$ cat config.mk
export PLATFORM = sky130hd
export DESIGN_NAME = cpu_trace_monitor
export DESIGN_NICKNAME = d
export VERILOG_FILES = /design/src/rtl/cpu_pkg.sv /design/src/rtl/cpu_trace_monitor_fifo.sv /design/src/rtl/cpu_trace_monitor.sv
export SDC_FILE = /design/constraint.sdc
export NUM_CORES = 2
export LEC_CHECK = 0
export BUFFER_PORTS_ARGS = -buffer_cell sky130_fd_sc_hd__buf_2
export CAP_MARGIN = 10
export CORE_ASPECT_RATIO = 0.8
export CORE_UTILIZATION = 25
export CTS_BUF_LIST = sky130_fd_sc_hd__clkbuf_2
export DETAILED_ROUTE_END_ITERATION = 12
export PLACE_DENSITY = 0.41
export SLEW_MARGIN = 5
export SYNTH_ARGS = -nofsm -noshare
export SYNTH_HDL_FRONTEND = slang
export SYNTH_SLANG_ARGS = --single-unit
$ cat constraint.sdc
create_clock -name clk -period 10.44 [get_ports clk]
set_clock_uncertainty 0.05 [all_clocks]
set_input_delay 1.566 -clock clk [delete_from_list [all_inputs] [get_ports clk]]
set_output_delay 1.566 -clock clk [all_outputs]
set_load 0.01 [all_outputs]
$ cat src/rtl/cpu_pkg.sv
// Shared types and constants for the CPU retire-trace monitor.
// Latency: n/a (declarations only).
// Backpressure: n/a.
package cpu_pkg;

    // Instruction words that end a program run
    localparam logic [31:0] ECALL_INSN    = 32'h0000_0073;
    localparam logic [31:0] JAL_SELF_INSN = 32'h0000_006f;  // jal x0,0

    // Run-control states
    typedef enum logic [1:0] {
        S_IDLE = 2'd0,
        S_RUN  = 2'd1,
        S_HALT = 2'd2
    } state_t;

    // Reason the monitor left RUN; timeout and external stop share a code
    typedef enum logic [1:0] {
        HC_NONE  = 2'd0,
        HC_ECALL = 2'd1,
        HC_SELF  = 2'd2,
        HC_STOP  = 2'd3
    } halt_cause_t;

    // Default-width trace entry layout (XLEN=32, RADDR_W=5); the top builds
    // the same field order with its own parameter widths
    localparam int TR_XLEN    = 32;
    localparam int TR_RADDR_W = 5;

    typedef struct packed {
        logic [TR_XLEN-1:0]    pc;
        logic [31:0]           instr;
        logic                  we;
        logic [TR_RADDR_W-1:0] rd;
        logic [TR_XLEN-1:0]    wdata;
    } trace_entry_t;

endpackage

$ cat src/rtl/cpu_trace_monitor_fifo.sv
// Generic synchronous FIFO with valid/ready on both sides and exact occupancy.
// Latency: a write at edge k is readable (out_vld/out_dat) right after edge k.
// Backpressure: in_rdy drops when full unless a pop happens in the same cycle.
module trace_fifo #(
    parameter int W     = 8,
    parameter int DEPTH = 16
) (
    input  logic                     clk,
    input  logic                     rst,
    input  logic                     in_vld,
    output logic                     in_rdy,
    input  logic [W-1:0]             in_dat,
    output logic                     out_vld,
    input  logic                     out_rdy,
    output logic [W-1:0]             out_dat,
    output logic                     full,
    output logic                     empty,
    output logic [$clog2(DEPTH):0]   count
);

    localparam int AW = $clog2(DEPTH);

    logic [W-1:0]  mem [DEPTH];
    logic [AW-1:0] wr_ptr;
    logic [AW-1:0] rd_ptr;
    logic          wr_fire;
    logic          rd_fire;

    assign empty   = (count == '0);
    assign full    = (count == (AW+1)'(DEPTH));
    assign out_vld = !empty;
    assign out_dat = mem[rd_ptr];
    assign rd_fire = out_vld && out_rdy;
    // A full FIFO still accepts when the head leaves in the same cycle
    assign in_rdy  = !full || rd_fire;
    assign wr_fire = in_vld && in_rdy;

    // Storage write; contents are don't-care until pointers say otherwise
    always_ff @(posedge clk) begin
        if (wr_fire) begin
            mem[wr_ptr] <= in_dat;
        end
    end

    // Pointers wrap naturally modulo DEPTH (power of two); count tracks both
    always_ff @(posedge clk or negedge rst) begin
        if (!rst) begin
            wr_ptr <= '0;
            rd_ptr <= '0;
            count  <= '0;
        end else begin
            if (wr_fire) begin
                wr_ptr <= wr_ptr + 1'b1;
            end
            if (rd_fire) begin
                rd_ptr <= rd_ptr + 1'b1;
            end
            case ({wr_fire, rd_fire})
                2'b10:   count <= count + 1'b1;
                2'b01:   count <= count - 1'b1;
                default: count <= count;
            endcase
        end
    end

endmodule

$ cat src/rtl/cpu_trace_monitor.sv
// Retire-trace recorder plus run-control FSM (IDLE/RUN/HALT) with counters.
// Latency: a retirement at edge k is on tr_* after edge k; halt seen next edge.
// Backpressure: tr_valid/tr_ready; retirements arriving while full are dropped and counted.
module cpu_trace_monitor
    import cpu_pkg::*;
#(
    parameter int XLEN    = 32,
    parameter int RADDR_W = 5,
    parameter int DEPTH   = 16,
    parameter int TIMEOUT = 1000,
    parameter int CNT_W   = 32
) (
    input  logic                     clk,
    input  logic                     rst,
    input  logic                     start,
    input  logic                     stop,
    input  logic                     ret_valid,
    input  logic [XLEN-1:0]          ret_pc,
    input  logic [31:0]              ret_instr,
    input  logic                     ret_we,
    input  logic [RADDR_W-1:0]       ret_rd,
    input  logic [XLEN-1:0]          ret_wdata,
    output logic                     tr_valid,
    input  logic                     tr_ready,
    output logic [XLEN-1:0]          tr_pc,
    output logic [31:0]              tr_instr,
    output logic                     tr_we,
    output logic [RADDR_W-1:0]       tr_rd,
    output logic [XLEN-1:0]          tr_wdata,
    output logic [$clog2(DEPTH):0]   fifo_count,
    output logic                     overflow,
    output logic [CNT_W-1:0]         drop_count,
    output logic [CNT_W-1:0]         cycle_count,
    output logic [CNT_W-1:0]         retire_count,
    output logic                     running,
    output logic                     halted,
    output logic [1:0]               halt_cause
);

    typedef struct packed {
        logic [XLEN-1:0]    pc;
        logic [31:0]        instr;
        logic               we;
        logic [RADDR_W-1:0] rd;
        logic [XLEN-1:0]    wdata;
    } entry_t;

    localparam int EW = $bits(entry_t);
    // Last RUN cycle before a forced halt; unused when TIMEOUT is 0
    localparam logic [CNT_W-1:0] TO_LAST = (TIMEOUT == 0) ? '0 : CNT_W'(TIMEOUT - 1);

    state_t      state;
    halt_cause_t cause_q;
    halt_cause_t cause_nxt;
    logic        halt_req;
    logic        in_run;
    logic        restart;
    logic        push_vld;
    logic        push_rdy;
    logic        fifo_full;
    logic        fifo_empty;
    logic        pop_fire;
    logic        drop;
    entry_t      push_dat;
    entry_t      head_dat;

    assign in_run  = (state == S_RUN);
    assign restart = start && !in_run;

    // Halt detection with priority ecall > self-loop > timeout > stop
    always_comb begin
        halt_req  = 1'b0;
        cause_nxt = HC_NONE;
        if (in_run) begin
            if (ret_valid && ret_instr == ECALL_INSN) begin
                halt_req  = 1'b1;
                cause_nxt = HC_ECALL;
            end else if (ret_valid && ret_instr == JAL_SELF_INSN) begin
                halt_req  = 1'b1;
                cause_nxt = HC_SELF;
            end else if ((TIMEOUT != 0) && (cycle_count == TO_LAST)) begin
                halt_req  = 1'b1;
                cause_nxt = HC_STOP;
            end else if (stop) begin
                halt_req  = 1'b1;
                cause_nxt = HC_STOP;
            end
        end
    end

    // Run-control FSM; halt_cause is latched on the halting edge
    always_ff @(posedge clk or negedge rst) begin
        if (!rst) begin
            state   <= S_IDLE;
            cause_q <= HC_NONE;
        end else begin
            case (state)
                S_IDLE: begin
                    if (start) begin
                        state   <= S_RUN;
                        cause_q <= HC_NONE;
                    end
                end
                S_RUN: begin
                    if (halt_req) begin
                        state   <= S_HALT;
                        cause_q <= cause_nxt;
                    end
                end
                S_HALT: begin
                    if (start) begin
                        state   <= S_RUN;
                        cause_q <= HC_NONE;
                    end
                end
                default: begin
                    state   <= S_IDLE;
                    cause_q <= HC_NONE;
                end
            endcase
        end
    end

    assign running    = (state == S_RUN);
    assign halted     = (state == S_HALT);
    assign halt_cause = cause_q;

    // Only retirements seen in RUN are traced; x0 writes are recorded as no-write
    always_comb begin
        push_vld       = ret_valid && in_run;
        push_dat.pc    = ret_pc;
        push_dat.instr = ret_instr;
        push_dat.we    = ret_we && (ret_rd != '0);
        push_dat.rd    = ret_rd;
        push_dat.wdata = ret_wdata;
    end

    assign pop_fire = !fifo_empty && tr_ready;
    assign drop     = push_vld && fifo_full && !pop_fire;

    trace_fifo #(
        .W     (EW),
        .DEPTH (DEPTH)
    ) u_fifo (
        .clk     (clk),
        .rst     (rst),
        .in_vld  (push_vld),
        .in_rdy  (push_rdy),
        .in_dat  (push_dat),
        .out_vld (tr_valid),
        .out_rdy (tr_ready),
        .out_dat (head_dat),
        .full    (fifo_full),
        .empty   (fifo_empty),
        .count   (fifo_count)
    );

    assign tr_pc    = head_dat.pc;
    assign tr_instr = head_dat.instr;
    assign tr_we    = head_dat.we;
    assign tr_rd    = head_dat.rd;
    assign tr_wdata = head_dat.wdata;

    // Cycle and retire counters: cleared on (re)start, saturating in RUN
    always_ff @(posedge clk or negedge rst) begin
        if (!rst) begin
            cycle_count  <= '0;
            retire_count <= '0;
        end else if (restart) begin
            cycle_count  <= '0;
            retire_count <= '0;
        end else if (in_run) begin
            if (!(&cycle_count)) begin
                cycle_count <= cycle_count + 1'b1;
            end
            if (ret_valid && !(&retire_count)) begin
                retire_count <= retire_count + 1'b1;
            end
        end
    end

    // Drop accounting for pushes refused by a full FIFO (push_rdy low)
    always_ff @(posedge clk or negedge rst) begin
        if (!rst) begin
            overflow   <= 1'b0;
            drop_count <= '0;
        end else if (restart) begin
            overflow   <= 1'b0;
            drop_count <= '0;
        end else if (drop && !push_rdy) begin
            overflow <= 1'b1;
            if (!(&drop_count)) begin
                drop_count <= drop_count + 1'b1;
            end
        end
    end

endmodule

==> summary.txt <==
Run
  • # Max-Cap Violations: 0

Synthesis
  • Adder-Cell Fraction of Synth Area: less than 1%
  • Area leader, netlist: sky130_fd_sc_hd__edfxtp_1
  • Unique masters post-synth: 61
  • Post-synth top cells: sky130_fd_sc_hd__edfxtp_1, sky130_fd_sc_hd__mux4_2, sky130_fd_sc_hd__dfrtp_1
  • Number of nets produced by synthesis: just over 3000
  • Number of storage elements in the synthesis netlist: about 1700
  • Leading cell types by total area after synthesis: sky130_fd_sc_hd__edfxtp_1, sky130_fd_sc_hd__mux4_2, sky130_fd_sc_hd__dfrtp_1
  • Number of flops mapped to enable cells by yosys: 1632
  • Proportion of synthesized chip area in sequential cells: about three quarters
  • XOR/XNOR Fraction of Synth Area: 0.181%
  • Count leader, synth: sky130_fd_sc_hd__edfxtp_1
  • Yosys Warn Count: 0
  • Largest family of logic cells by synthesized area: multiplexers
  • Simple logic cell fraction of the synthesized area: 2.96%
  • Synth Cell Area: 67600 um2
  • Synthesized area per cell: 22.6 um2
  • Predominant post-synthesis flop cell: sky130_fd_sc_hd__edfxtp_1
  • Async set-reset flop share out of synthesis: ~6.5%
  • Area share of the largest cell type after synthesis: roughly 72%
  • Mux cell area share after synthesis: between 10% and 20%
  • Post-synthesis cell count: approximately 3000
  • Compound-Gate Fraction of Synth Area: between 1.5 and 2%

Power
  • Worst vdd rail ir drop: slightly above 0.0002 V
  • Power consumption: 17.8 mW
  • Leakage power total: 25.3 nW
  • P per Cell Area: about 230 nW/um2

Floorplanning
  • Num ports: 317
  • Core region area: 269000 um2
  • Horizontal die dimension: 583 um
  • Starting Density: about 25%
  • DIE AREA: about 270000 um2
  • Height of the die: 467 um
  • Core Rows: 170

STA
  • Fin Setup TNS: 0 ns
  • Setup repair after global routing missed its margin: no
  • Slew at the pin with the worst max-slew slack: 1.14 ns
  • Count of endpoints failing setup in the final report: 0
  • Period utilization: 65.2%
  • Remaining max-slew budget at the tightest pin: 23.5%
  • Hold Violations, Final: 0
  • Shortest clock period the worst path allows after layout: 6.81 ns
  • Achievable Freq: 147 MHz
  • Number of pins exceeding their max-slew limit in the final report: 0

Detailed routing
  • 1st-iter DRT viols: 2190
  • Length of the first detailed-routing pass in iterations: 7
  • Detailed-route wire length: 190000 um
  • Routed Antenna Nets: 0
  • Routed len/inst: 24.8 um
  • Vias/cell: ~4.5
  • Vias after detailed routing: 34300
  • Final routed DRC violation total: 0

Setup path
  • Endpoint arrival time on the critical path: 5.19 ns
  • Launch point of the worst reg-to-reg path: state[1]$_DFFE_PN0P_
  • Worst Setup SP: u_fifo.rd_ptr[1]$_DFFE_PN0P_
  • Critical path fanouts, max: between 100 and 150
  • Critical Setup Path Class: reg -> out
  • Worst r2r path cells: 7
  • Endpoint class of the critical path: output pin
  • CP Data Required Time: 8.82 ns
  • CP startpoint kind: flop

CTS
  • Post-CTS resize count: 0
  • Post-CTS setup buffer count: 0
  • CTS tree: yes
  • Clock transition at the register clock pins on the worst setup and hold paths after CTS: 0.10 ns
  • Maximum number of buffers from clock root to sink: 4
  • Clock tree root driver cell: sky130_fd_sc_hd__clkbuf_2
  • Clock sink total: 1746
  • Post-CTS Hold Buffers: 76
  • Maximum level of the CTS H-tree: 5
  • Cts bufs inserted: 452
  • Clock latency on the worst-skew pair: ~1.7 ns

Finish
  • Share of final-layout standard cells stronger than drive strength 1: 39.3%
  • Final-layout fill cell count: 26500
  • Layout net count: 3862
  • P&R area growth vs syn: 15.9%

Placement
  • Estimated wirelength of the detail-placed design: between 90000 and 100000 um
  • Port-buffer cells: 316
  • Placer Congestion: 0.710

Global routing
  • Total track usage: 13.8%
  • Largest net degree at the start of global routing: 139
  • Via count of the first global-routing pass: 36700
  • Antenna violations before repair: 26
  • First-pass GRT wire length: 271000 um
  • Global route overflow: 0

Status
  • Run status: complete, no violations

Min path
  • Worst hold-check path type: in -> reg
  • Worst min-delay path startpoint: ret_instr[30]
  • Cell count of the worst hold path: 1
==> stage by stage <==
| step | std cells | instance area, um2 | setup slack (ns) | hold slack, ns | utilization, % |
|---|---|---|---|---|---|
| global route | 7662 | 78400 | 2.98 | 0.0822 | 29.2 |
| CTS | 7660 | 78400 | 3.08 | 0.00223 | 29.2 |
| floorplan | 2987 | 67600 | 0.324 | 0.433 | - |
| finish | 7667 | 78400 | 3.63 | 0.366 | 29.2 |
| detailed placement | 6827 | 73800 | 4.95 | 0.463 | 27.5 |
| global placement | 6827 | 73800 | 4.96 | 0.446 | 27.5 |
==> metal layers <==
metal  part of all wire, %  vias to the layer above  global-route usage, %
met3                   7.7                      325                   4.55
li1                      -                    14600                      -
met2                    45                     1040                   20.9
met4                   2.0                       28                   3.90
met1                    45                    18300                   18.9
met5                 0.095                        -                      0
==> state kept, by name, indices dropped and copies added (netlist names) <==
register,cells
u_fifo.mem,1632
cycle_count,32
drop_count,32
retire_count,32
u_fifo.count,5
u_fifo.rd_ptr,4
u_fifo.wr_ptr,4
halt_cause,2
state,2
overflow,1
==> worst paths after layout <==
kind,slack [ns],end
setup / recovery,3.63,tr_wdata[30]
hold / removal,0.37,u_fifo.mem[0][68]$_DFFE_PP_
setup reg to reg,6.88,u_fifo.mem[11][31]$_DFFE_PP_
hold reg to reg,0.48,halt_cause[1]$_DFFE_PN0P_
max in group asynchronous,8.28,u_fifo.rd_ptr[3]$_DFFE_PN0P_
min in group asynchronous,0.69,drop_count[5]$_DFFE_PN0P_
==> where the power goes <==
group / switching (mW) / internal, mW / total (mW)
Clock: 2.83 / 1.74 / 4.56
Combinational: 2.65 / 2.42 / 5.07
Sequential: 0.281 / 7.92 / 8.20
==> placed cells by master, fill, tap and decap left out, types with 28 or more instances in the layout <==
cell type / n
sky130_fd_sc_hd__mux4_2: 510
sky130_fd_sc_hd__clkbuf_2: 628
sky130_fd_sc_hd__o21ai_0: 36
sky130_fd_sc_hd__buf_4: 49
sky130_fd_sc_hd__edfxtp_1: 1632
sky130_fd_sc_hd__nand3_1: 39
sky130_fd_sc_hd__or3_1: 35
sky130_fd_sc_hd__nand4_1: 38
sky130_fd_sc_hd__dlygate4sd3_1: 76
sky130_fd_sc_hd__a21oi_1: 51
sky130_fd_sc_hd__clkinv_1: 101
sky130_fd_sc_hd__dfrtp_1: 110
sky130_fd_sc_hd__or4_1: 29
sky130_fd_sc_hd__nor2_1: 28
sky130_fd_sc_hd__nand2_1: 75
sky130_fd_sc_hd__buf_2: 315
==> area by class of cell <==
cell class | count | area, um2 | share of cell area, %
Inverter | 20 | 75.1 | 0.0958
Clock inverter | 129 | 664 | 0.847
Antenna cell | 7 | 17.5 | 0.0223
Sequential cell | 1746 | 51900 | 66.2
Clock buffer | 628 | 3140 | 4.01
Timing Repair Buffer | 453 | 2970 | 3.78
Tap cell | 3612 | 4520 | 5.76
Multi-Input combinational cell | 1072 | 15100 | 19.3
==> critical path, cell delays in order (launching register included) <==
cell and delay, ns:
sky130_fd_sc_hd__dfrtp_4 0.90, sky130_fd_sc_hd__buf_4 0.92, sky130_fd_sc_hd__buf_12 0.65, sky130_fd_sc_hd__mux4_2 0.43
sky130_fd_sc_hd__mux4_2 0.54, sky130_fd_sc_hd__buf_2 0.17
==> kinds of logic (layout without fill, tap and decap cells) <==
kind of cell,Yosys count,in the layout
adders and majority gates,9,9
xor gates and xnor gates,14,14
other,0,7
buffers and inverters,169,1230
and+or+nand+nor,353,353
DFF,1746,1746
AOI/OAI and AO/OA,168,168
muxes,528,528
No activity file was read; power rests on OpenSTA's default activity.
